[src/rtl/nebula_traffic_gen.sv]
`default_nettype none
// +------------------------------------------------------------------------+
// | nebula_traffic_gen: multi-flit packet injector on a valid/ready link.  |
// | out_flit = {head, tail, vclass, dst_x, dst_y, payload}                 |
// | Revision: 1.0                                                          |
// +------------------------------------------------------------------------+
module nebula_traffic_gen #(
  parameter int VCS            = 2,
  parameter int PKT_LEN_MAX    = 16,
  parameter int MESH_X         = 4,
  parameter int MESH_Y         = 4,
  parameter int FLIT_PAYLOAD_W = 32,
  localparam int VC_W          = (VCS > 1) ? $clog2(VCS) : 1,
  localparam int LEN_W         = $clog2(PKT_LEN_MAX + 1),
  localparam int HDR_W         = 2 + VC_W + 16,
  localparam int FLIT_W        = HDR_W + FLIT_PAYLOAD_W
) (
  input  logic              clk,
  input  logic              rst_n,
  input  logic              start,
  input  logic              stop,
  input  logic [15:0]       cfg_num_pkts,
  input  logic [LEN_W-1:0]  cfg_pkt_len,
  input  logic [7:0]        cfg_gap,
  input  logic [VC_W-1:0]   cfg_vclass,
  input  logic [7:0]        cfg_dst_x,
  input  logic [7:0]        cfg_dst_y,
  input  logic              cfg_sweep,
  output logic              out_valid,
  output logic [FLIT_W-1:0] out_flit,
  input  logic              out_ready,
  output logic              busy,
  output logic              done,
  output logic [31:0]       pkts_sent,
  output logic [31:0]       flits_sent
);

  typedef struct packed {
    logic            head;
    logic            tail;
    logic [VC_W-1:0] vclass;
    logic [7:0]      dst_x;
    logic [7:0]      dst_y;
  } flit_hdr_t;

  typedef enum logic [1:0] {
    IDLE = 2'd0,
    SEND = 2'd1,
    GAP  = 2'd2,
    DONE = 2'd3
  } state_t;

  localparam logic [LEN_W-1:0] LEN_ONE = LEN_W'(1);
  localparam logic [LEN_W-1:0] LEN_MAX = LEN_W'(PKT_LEN_MAX);
  localparam logic [7:0]       MX      = 8'(MESH_X);
  localparam logic [7:0]       MY      = 8'(MESH_Y);

  state_t           state, state_next;
  logic [15:0]      num_pkts;
  logic [LEN_W-1:0] len;
  logic [7:0]       gap;
  logic [VC_W-1:0]  vclass;
  logic             sweep;
  logic [7:0]       cur_x, cur_y;
  logic [LEN_W-1:0] flit_idx;
  logic [15:0]      pkt_id;
  logic [7:0]       gap_cnt;
  logic             stop_seen;

  logic             handshake;
  logic             is_tail;
  logic             last_pkt;
  logic [31:0]      pkts_inc;
  logic [LEN_W-1:0] len_eff;
  flit_hdr_t        hdr;

  assign handshake = out_valid & out_ready;
  assign is_tail   = (flit_idx == len - LEN_ONE);
  assign pkts_inc  = (pkts_sent == 32'hFFFF_FFFF) ? pkts_sent : pkts_sent + 32'd1;
  assign last_pkt  = (num_pkts != 16'd0) && (pkts_inc == {16'd0, num_pkts});
  assign len_eff   = (cfg_pkt_len == '0)     ? LEN_ONE :
                     (cfg_pkt_len > LEN_MAX) ? LEN_MAX : cfg_pkt_len;

  assign out_valid = (state == SEND);
  assign busy      = (state == SEND) || (state == GAP);
  assign done      = (state == DONE);

  always_comb begin
    hdr.head   = (flit_idx == '0);
    hdr.tail   = is_tail;
    hdr.vclass = vclass;
    hdr.dst_x  = cur_x;
    hdr.dst_y  = cur_y;
  end

  assign out_flit = out_valid ?
      {hdr, {(FLIT_PAYLOAD_W-24){1'b0}}, 8'(flit_idx), pkt_id} : '0;

  always_ff @(posedge clk or negedge rst_n) begin
    if (!rst_n) state <= IDLE;
    else        state <= state_next;
  end

  always_comb begin
    state_next = state;
    case (state)
      IDLE, DONE: if (start) state_next = SEND;
      SEND: begin
        if (handshake && is_tail) begin
          if (stop_seen || stop || last_pkt) state_next = DONE;
          else if (gap != 8'd0)              state_next = GAP;
        end
      end
      GAP: begin
        if (stop)                 state_next = DONE;
        else if (gap_cnt <= 8'd1) state_next = SEND;
      end
      default: state_next = IDLE;
    endcase
  end

  always_ff @(posedge clk or negedge rst_n) begin
    if (!rst_n) begin
      num_pkts   <= '0;
      len        <= '0;
      gap        <= '0;
      vclass     <= '0;
      sweep      <= 1'b0;
      cur_x      <= '0;
      cur_y      <= '0;
      flit_idx   <= '0;
      pkt_id     <= '0;
      gap_cnt    <= '0;
      stop_seen  <= 1'b0;
      pkts_sent  <= '0;
      flits_sent <= '0;
    end else if ((state == IDLE || state == DONE) && start) begin
      num_pkts   <= cfg_num_pkts;
      len        <= len_eff;
      gap        <= cfg_gap;
      vclass     <= cfg_vclass;
      sweep      <= cfg_sweep;
      // Sweep walks the mesh, so bring out-of-range starting points inside it
      cur_x      <= cfg_sweep ? (cfg_dst_x % MX) : cfg_dst_x;
      cur_y      <= cfg_sweep ? (cfg_dst_y % MY) : cfg_dst_y;
      flit_idx   <= '0;
      pkt_id     <= '0;
      gap_cnt    <= '0;
      stop_seen  <= 1'b0;
      pkts_sent  <= '0;
      flits_sent <= '0;
    end else begin
      if (busy && stop) stop_seen <= 1'b1;
      if (handshake) begin
        if (flits_sent != 32'hFFFF_FFFF) flits_sent <= flits_sent + 32'd1;
        if (is_tail) begin
          flit_idx  <= '0;
          pkts_sent <= pkts_inc;
          pkt_id    <= pkt_id + 16'd1;
          gap_cnt   <= gap;
          if (sweep) begin
            if (cur_x >= MX - 8'd1) begin
              cur_x <= '0;
              cur_y <= (cur_y >= MY - 8'd1) ? 8'd0 : cur_y + 8'd1;
            end else begin
              cur_x <= cur_x + 8'd1;
            end
          end
        end else begin
          flit_idx <= flit_idx + LEN_ONE;
        end
      end
      if (state == GAP) gap_cnt <= gap_cnt - 8'd1;
    end
  end

endmodule
`default_nettype wire

[config.mk]
export PLATFORM = sky130hd
export DESIGN_NAME = nebula_traffic_gen
export DESIGN_NICKNAME = d
export VERILOG_FILES = /design/src/rtl/nebula_traffic_gen.sv
export SDC_FILE = /design/constraint.sdc
export NUM_CORES = 1
export LEC_CHECK = 0
export BUFFER_PORTS_ARGS = -buffer_cell sky130_fd_sc_hd__buf_2
export CAP_MARGIN = 10
export CORE_UTILIZATION = 40
export DETAILED_ROUTE_END_ITERATION = 6
export GPL_TIMING_DRIVEN = 0
export PLACE_DENSITY = 0.61
export REMOVE_ABC_BUFFERS = 1
export SETUP_SLACK_MARGIN = 0.2
export SLEW_MARGIN = 20
export SYNTH_ARGS = -nofsm -noshare
export SYNTH_HDL_FRONTEND = slang
export SYNTH_SLANG_ARGS = --single-unit
[constraint.sdc]
create_clock -name clk -period 4.6 [get_ports clk]
set_clock_uncertainty 0.1 [all_clocks]
set_input_delay 0.23 -clock clk [delete_from_list [all_inputs] [get_ports clk]]
set_output_delay 0.23 -clock clk [all_outputs]
set_load 0.02 [all_outputs]
==> results of run 1 <==
kinds of logic (layout without fill, tap and decap cells):
logic type / after synthesis / in the layout / share of synthesized area
AND/OR/NAND/NOR: 474 / 474 / 0.2857
other: 1 / 11 / 0.0004516
AO/OA/AOI/OAI: 118 / 118 / 0.09643
buffers and inverters: 80 / 267 / 0.04128
multiplexers: 14 / 14 / 0.01808
adder cells (fa/ha/maj): 13 / 13 / 0.01959
flip-flops: 143 / 143 / 0.4309
XOR/XNOR: 102 / 102 / 0.1076
metal layers:
layer	vias up	share of wire	routed length (um)	track usage
met3	26	0.052	1145	0.05250
li1	3620	-	-	-
met5	-	0.00059	13	0
met1	3483	0.45	9964	0.2715
met4	2	0.016	357	0.06094
met2	194	0.48	10470	0.3596
through the flow:
stage               power (W)  TNS [ns]    util  cells
floorplan            0.002813   -114.90       -    898
global placement     0.003295   -471.74  0.4539   1326
detailed placement   0.003426         0  0.4639   1335
CTS                  0.004947         0  0.5166   1412
global route         0.005241         0  0.5173   1412
finish               0.004904         0  0.5173   1412
worst max-delay path: cells and delay by family, from the launching register on:
kind,cells,cell delay (ns)
fa+ha+maj,1,0.36
mux,2,0.73
compound gates,2,0.43
flops,1,0.48
simple gates,5,1.86
area by class of cell:
type | instances | area (um2)
Multi-Input combinational cell | 732 | 4453
Fill cell | 1934 | 9798
Inverter | 23 | 86.33
Timing Repair Buffer | 212 | 1428
Sequential cell | 143 | 3578
Clock inverter | 13 | 175.2
Tap cell | 270 | 337.8
Clock buffer | 19 | 442.9
layout by cell type (no fill, tap or decap), drive strengths merged, types with 5 or more instances in the layout:
cell / instances
a211oi: 6
a21oi: 29
a22o: 11
a311oi: 8
and2: 50
and3: 20
and4: 10
buf: 167
clkbuf: 19
conb: 11
dfrtp: 143
dlygate4sd3: 45
ha: 13
inv: 29
mux2: 5
mux2i: 9
nand2: 135
nand2b: 7
nand3: 46
nand4: 27
nor2: 114
nor3: 21
nor4: 21
o21ai: 30
or3: 9
xnor2: 41
xor2: 61
power breakdown:
| part | switching, W | leakage [nW] | internal [W] | total (W) |
|---|---|---|---|---|
| registers | 0.000255 | 1.92 | 0.00150 | 0.00176 |
| clock network | 0.000590 | 0.295 | 0.000881 | 0.00147 |
| logic | 0.000996 | 2.87 | 0.000682 | 0.00168 |
sequential cells by signal (all words and copies together) (netlist names), 2 cells and up:
signal      cells
flit_idx        5
num_pkts       16
cur_y           8
gap_cnt         8
pkts_sent      32
gap             8
len             5
pkt_id         16
cur_x           8
state           2
flits_sent     32
how the worst min path moves through the flow:
stage,endpoint,start,cells past startpoint,slack [ns]
CTS,cur_x[1],cfg_dst_x[1],3,0.005
detailed placement,num_pkts[14],rst_n,1,0.07
floorplan,cur_x[0],rst_n,0,-0.17
global placement,gap[7],cfg_gap[7],3,0.32
global route,cur_x[1],cfg_dst_x[1],3,0.02
finish,cur_y[0],cfg_dst_y[0],3,0.02
what timing repair did:
action / CTS / global route
hold buffers: 45 / 0
endpoints found under the setup margin: 0 / 3
hold endpoints to repair: 97 / 0
gates resized for setup: 0 / 2
==> impl_results.md, run 1 <==
* Width of the chip at 146.1 um
* Number of cell instances on the worst register-to-register path at 10
* Static Leak at 5.086 nW
* PortBufs at 158
* Startpoint kind of the worst setup timing path: flip-flop
* Insertion delay to the later sink of the worst-skew pair at 0.43 ns
* Wirelength, routed at 21.95 mm
* Top cells by area in the synthesized netlist: dfrtp_1 43%, xor2_1 6.4%, nand2_1 6.1%, nor2_1 5.2%, xnor2_1 4.3%
* Max Buffers Root-to-Sink at 2
* Worst R2R End: state[1]
* Initial standard-cell utilization of the core at 0.4091
* Smallest hold slack at 0.01963 ns
* Post-place setup slack at 0.2156 ns
* Post-route fraction of the period consumed by the critical path at 0.8893
* Peak fanout along the critical path at 16
* Number of pins exceeding their max-slew limit in the final report at 0
* Clock Sinks at 143
* Predominant post-synthesis flop cell: dfrtp_1
* Overall die area at 21340 um2
* Global-route wire length before repair at 36.68 mm
* Total setup buffers inserted after CTS at 0
* Dominant cell type by area after synthesis: dfrtp_1
* Number of distinct standard cells referenced by the synthesized netlist at 67
* Setup crit end kind: flip-flop
* Slew at the pin closest to its max-slew limit at 0.8042 ns
* Worst-case headroom to the max-slew limit at 0.4619
* DRC errors left at 0
* Post-Layout Inst Area at 10500 um2
* Per-cell routed wire length at 15.54 um
* WP data arrival at 4.30 ns
* Clock transition time at the flip-flop clock pins of the worst setup and hold paths at 0.07 ns
* Vias per std cell at 5.188
* Global placement routability congestion at 0.9084
* Power density relative to cell area at 467.0 nW/um2
* Required time of the critical path at 4.81 ns
* VDD IR max at 233.1 uV
* Share of final-layout standard cells stronger than drive strength 1 at 0.1918
* Overall track demand over capacity in global routing at 0.2133
* Timing endpoint of the critical path: state[1]
* Number of enable-type register cells in the synthesized netlist at 0
* Yosys top cell area share at 0.4309
* TritonCTS clock tree: built
* Ordered cell list for the critical path: ha_1, nand3_2, nor4_2, nand3_2, mux2_2, a221oi_1, nand4_1, nor4_4, o21ai_2, mux2_4
* Vias post-DR at 7325
* Site Rows at 52
* Number of max-cap violations at 0
* Area growth from synthesis to final layout at 26.46%
* Share of synthesized area occupied by flip-flops and latches at 0.4309
* IO Pins at 170
* Unrepaired setup endpoints after global routing: false
* Async SR Flop Fraction at 1.000
* Setup crit start: pkts_sent[0]
* Ys Warns at 0
* Critical Path Max Stage Delay at 0.69 ns
* Status: completed
* Cell area after technology mapping at 8304 um2
* Detailed-routing iteration count for the pre-antenna-repair pass at 5
* Maximum number of pins on one net before global-route repair at 91
* Dominant cell type by count on the critical path: nand3_2
* Worst-case register-to-register setup slack at 0.51 ns
* Category of the most critical setup path: reg2reg
* Via count of the first global-routing pass at 7214
* Nets at 1194
* Total placed instance area at 9418 um2
* Reg-to-reg startpoint: pkts_sent[0]
* Global-route congestion overflow total at 0
* Gate count after technology mapping at 945
* # H-tree levels at 4
* Number of inserted diodes at 0
* Initial DRC Count at 351
* Worst hold path type: in2reg
* Flip-flop and latch count after synthesis at 143
* Most instantiated cells after synthesis: 143 x dfrtp_1, 135 x nand2_1, 114 x nor2_1
* Initial antenna violation count at 1
* Remaining number of nets flagged by the antenna check after routing at 0
* Number of hold violations in the final report at 0
* Shortest clock period the worst path allows after layout at 4.091 ns
* CORE AREA at 20300 um2
* Slowest cell on the critical path: nor4_2
* Root Buffer: clkbuf_16
* Maximum operating frequency at 244.5 MHz
* Least setup slack across all paths after layout at 0.5093 ns
* Hpwl dp at 15.17 mm
* Most repeated cell in the gate-level netlist after synthesis: dfrtp_1
* Die height at 146.1 um
* Number of clock buffers inserted by TritonCTS at 17
* Syn_area_per_cell at 8.788 um2
* Final setup vio count at 0
Note: power is estimated with default switching activity, not from simulation.
==> run 2, diff against run 1 <==
- CELL_PAD_IN_SITES_DETAIL_PLACEMENT: unset -> 1
- CELL_PAD_IN_SITES_GLOBAL_PLACEMENT: unset -> 1
- PLACE_DENSITY: 0.61 -> 0.78
==> run 2 against run 1 <==
Compared with the run above: sequential cell count did not move; maximum frequency fell by 3.5%; combinational power rose by 7%; design area did not move; die area did not move; core utilization did not move; clock-buffer cell count fell by 2; final cell count barely moved; worst hold slack got worse by 0.012 ns; clock power barely moved; largest power group is now combinational cells.
==> impl_results.md, run 2 (synthesis gave the netlist of run 1 again) <==
* Nets at 1193 (-0.084%)
* Initial standard-cell utilization of the core at 0.4091 (unchanged)
* Startpoint kind of the worst setup timing path: flip-flop
* Registers with the highest flip-flop counts: flits_sent (32), pkts_sent (32)
* Number of max-cap violations at 0 (unchanged)
* Vias post-DR at 7679 (+4.8%)
* Insertion delay to the later sink of the worst-skew pair at 0.42 ns (about the same)
* Power density relative to cell area at 476.0 nW/um2 (+1.9%)
* Static Leak at 5.092 nW (+0.12%)
* Number of clock buffers inserted by TritonCTS at 17 (unchanged)
* Number of hold violations in the final report at 0 (unchanged)
* Maximum number of pins on one net before global-route repair at 77 (-15%)
* Detailed-routing iteration count for the pre-antenna-repair pass at 5 (unchanged)
* Worst-case register-to-register setup slack at 0.36 ns (-0.15 ns)
* Share of final-layout standard cells stronger than drive strength 1 at 0.1939 (+0.002091)
* Setup crit end kind: flip-flop
* CORE AREA at 20300 um2 (unchanged)
* Per-cell routed wire length at 18.18 um (+17%)
* Final setup vio count at 0 (unchanged)
* Worst-case headroom to the max-slew limit at 0.4139 (-0.04799)
* VDD IR max at 288.1 uV (+24%)
* Shortest clock period the worst path allows after layout at 4.238 ns (+0.1476 ns)
* Max Buffers Root-to-Sink at 2 (unchanged)
* Leading cell type in the layout, fill and taps excluded: buf_2
* PortBufs at 158 (unchanged)
* Hpwl dp at 17.44 mm (+15%)
* Total setup buffers inserted after CTS at 0 (unchanged)
* Ordered cell list for the critical path: ha_1, nand3_2, nor4_2, nand3_2, mux2_2, a221oi_1, nand4_1, nor4_4, o21ai_2, mux2_4
* Number of cells on the worst hold path at 3 (unchanged)
* Number of cell instances on the worst register-to-register path at 10 (unchanged)
* Initial antenna violation count at 2 (+1)
* Worst hold path type: in2reg
* Global placement routability congestion at 0.8933 (-1.7%)
* Clock Sinks at 143 (unchanged)
* Via count of the first global-routing pass at 8157 (+13%)
* Total placed instance area at 9468 um2 (+0.53%)
* Setup TNS after final layout at 0 ns (unchanged)
* Status: completed
* Post-route fraction of the period consumed by the critical path at 0.9214 (+0.03209)
* Global-route congestion overflow total at 0 (unchanged)
* Root Buffer: clkbuf_16
* Slew at the pin closest to its max-slew limit at 0.8759 ns (+0.07173 ns)
* Area growth from synthesis to final layout at 26.46% (unchanged)
* DRC errors left at 0 (unchanged)
* Non-filler instance count after layout at 1411 (-0.071%)
* WP data arrival at 4.43 ns (+0.13 ns)
* Post-Layout Inst Area at 10500 um2 (unchanged)
* Global-route wire length before repair at 42.55 mm (+16%)
* Dominant cell type by count on the critical path: nand3_2
* Overall die area at 21340 um2 (unchanged)
* Number of pins exceeding their max-slew limit in the final report at 0 (unchanged)
* Die height at 146.1 um (unchanged)
* Required time of the critical path at 4.79 ns (-0.02 ns)
* Number of buffer and inverter instances along the worst setup path at 0 (unchanged)
* # fillers at 2432 (+26%)
* Clock transition time at the flip-flop clock pins of the worst setup and hold paths at 0.06 ns (about the same)
* Top library cells by usage in the layout, fill and taps aside: 157 x buf_2, 143 x dfrtp_1, 134 x nand2_1
* Width of the chip at 146.1 um (unchanged)
* Final standard cell utilization of the core at 0.5173 (unchanged)
* Site Rows at 52 (unchanged)
* Maximum operating frequency at 235.9 MHz (-3.5%)
* Overall track demand over capacity in global routing at 0.2481 (+0.03480)
* Unrepaired setup endpoints after global routing: false
* Vias per std cell at 5.442 (+4.9%)
* Total instance count after detailed placement at 1337 (+0.15%)
* Peak fanout along the critical path at 16 (unchanged)
* Category of the most critical setup path: reg2reg
* # H-tree levels at 4 (unchanged)
* Remaining number of nets flagged by the antenna check after routing at 0 (unchanged)
* Initial DRC Count at 322 (-8.3%)
* TritonCTS clock tree: built
* Slowest cell on the critical path: nor4_2
* CP top delay family: simple AND/OR/NAND/NOR gates
* CP Depth at 10 (unchanged)
* IO Pins at 170 (unchanged)
* FF+latch area at 3578 um2 (unchanged)
* Wirelength, routed at 25.66 mm (+17%)
* Multi-input gate area at 4443 um2 (-0.22%)
* Critical Path Max Stage Delay at 0.67 ns (-0.02 ns)
-- run 2: cell types whose count changed in the layout (fill, tap and decap cells not counted), sizes merged --
cell	delta
dlygate4sd3	-3
buf	+2
clkbuf	-2
clkinv	+2
clkinvlp	-1
diode	+1
-- run 2: cell type report --
cell class                      count  area share
Sequential cell                   143      0.3408
Clock inverter                     14     0.01716
Timing Repair Buffer              211      0.1379
Inverter                           23    0.008221
Multi-Input combinational cell    732      0.4231
Antenna cell                        1   0.0002383
Clock buffer                       17     0.04051
Tap cell                          270     0.03217
-- run 2: worst min-delay path, delay by kind of cell --
kind	cells	cell delay, ns
compound gates	2	0.18
buf+inv	1	0.07
-- run 2: report_power, final --
part           total (W)  internal [W]  switching [W]
registers        0.00176       0.00150       0.000263
logic            0.00179      0.000708        0.00108
clock network    0.00144      0.000862       0.000583
-- run 2: path summary, 6_finish.rpt --
check	start	to
setup reg to reg	pkts_sent[0]	state[1]
max in group asynchronous	rst_n	flits_sent[11]
hold / removal	cfg_pkt_len[0]	len[0]
setup / recovery	pkts_sent[0]	state[1]
min in group asynchronous	rst_n	num_pkts[14]
hold reg to reg	sweep	sweep
-- run 2: metrics by stage --
step	hold slack, ns	setup WS, ns	power [W]
after global placement	0.3212	-5.662	0.003371
after floorplan	-0.1656	-2.024	0.002813
after global routing	0.05274	0.2309	0.005301
after detailed placement	0.1286	0.2666	0.003531
final	0.007758	0.3617	0.004999
after CTS	0.001159	0.4657	0.005027
-- run 2: repair_timing --
item,CTS,global route
hold endpoints to repair,108,0
resized for setup,1,0
hold buffers,42,0
endpoints found under the setup margin,1,0
-- run 2: layer usage --
metal,global-route usage,wire [um],part of all wire,up-vias
met5,0,10,0.00039,-
met4,0.08594,484,0.019,2
met3,0.05875,1477,0.058,37
met2,0.4275,12730,0.50,215
met1,0.3038,10960,0.43,3820
li1,-,-,-,3605
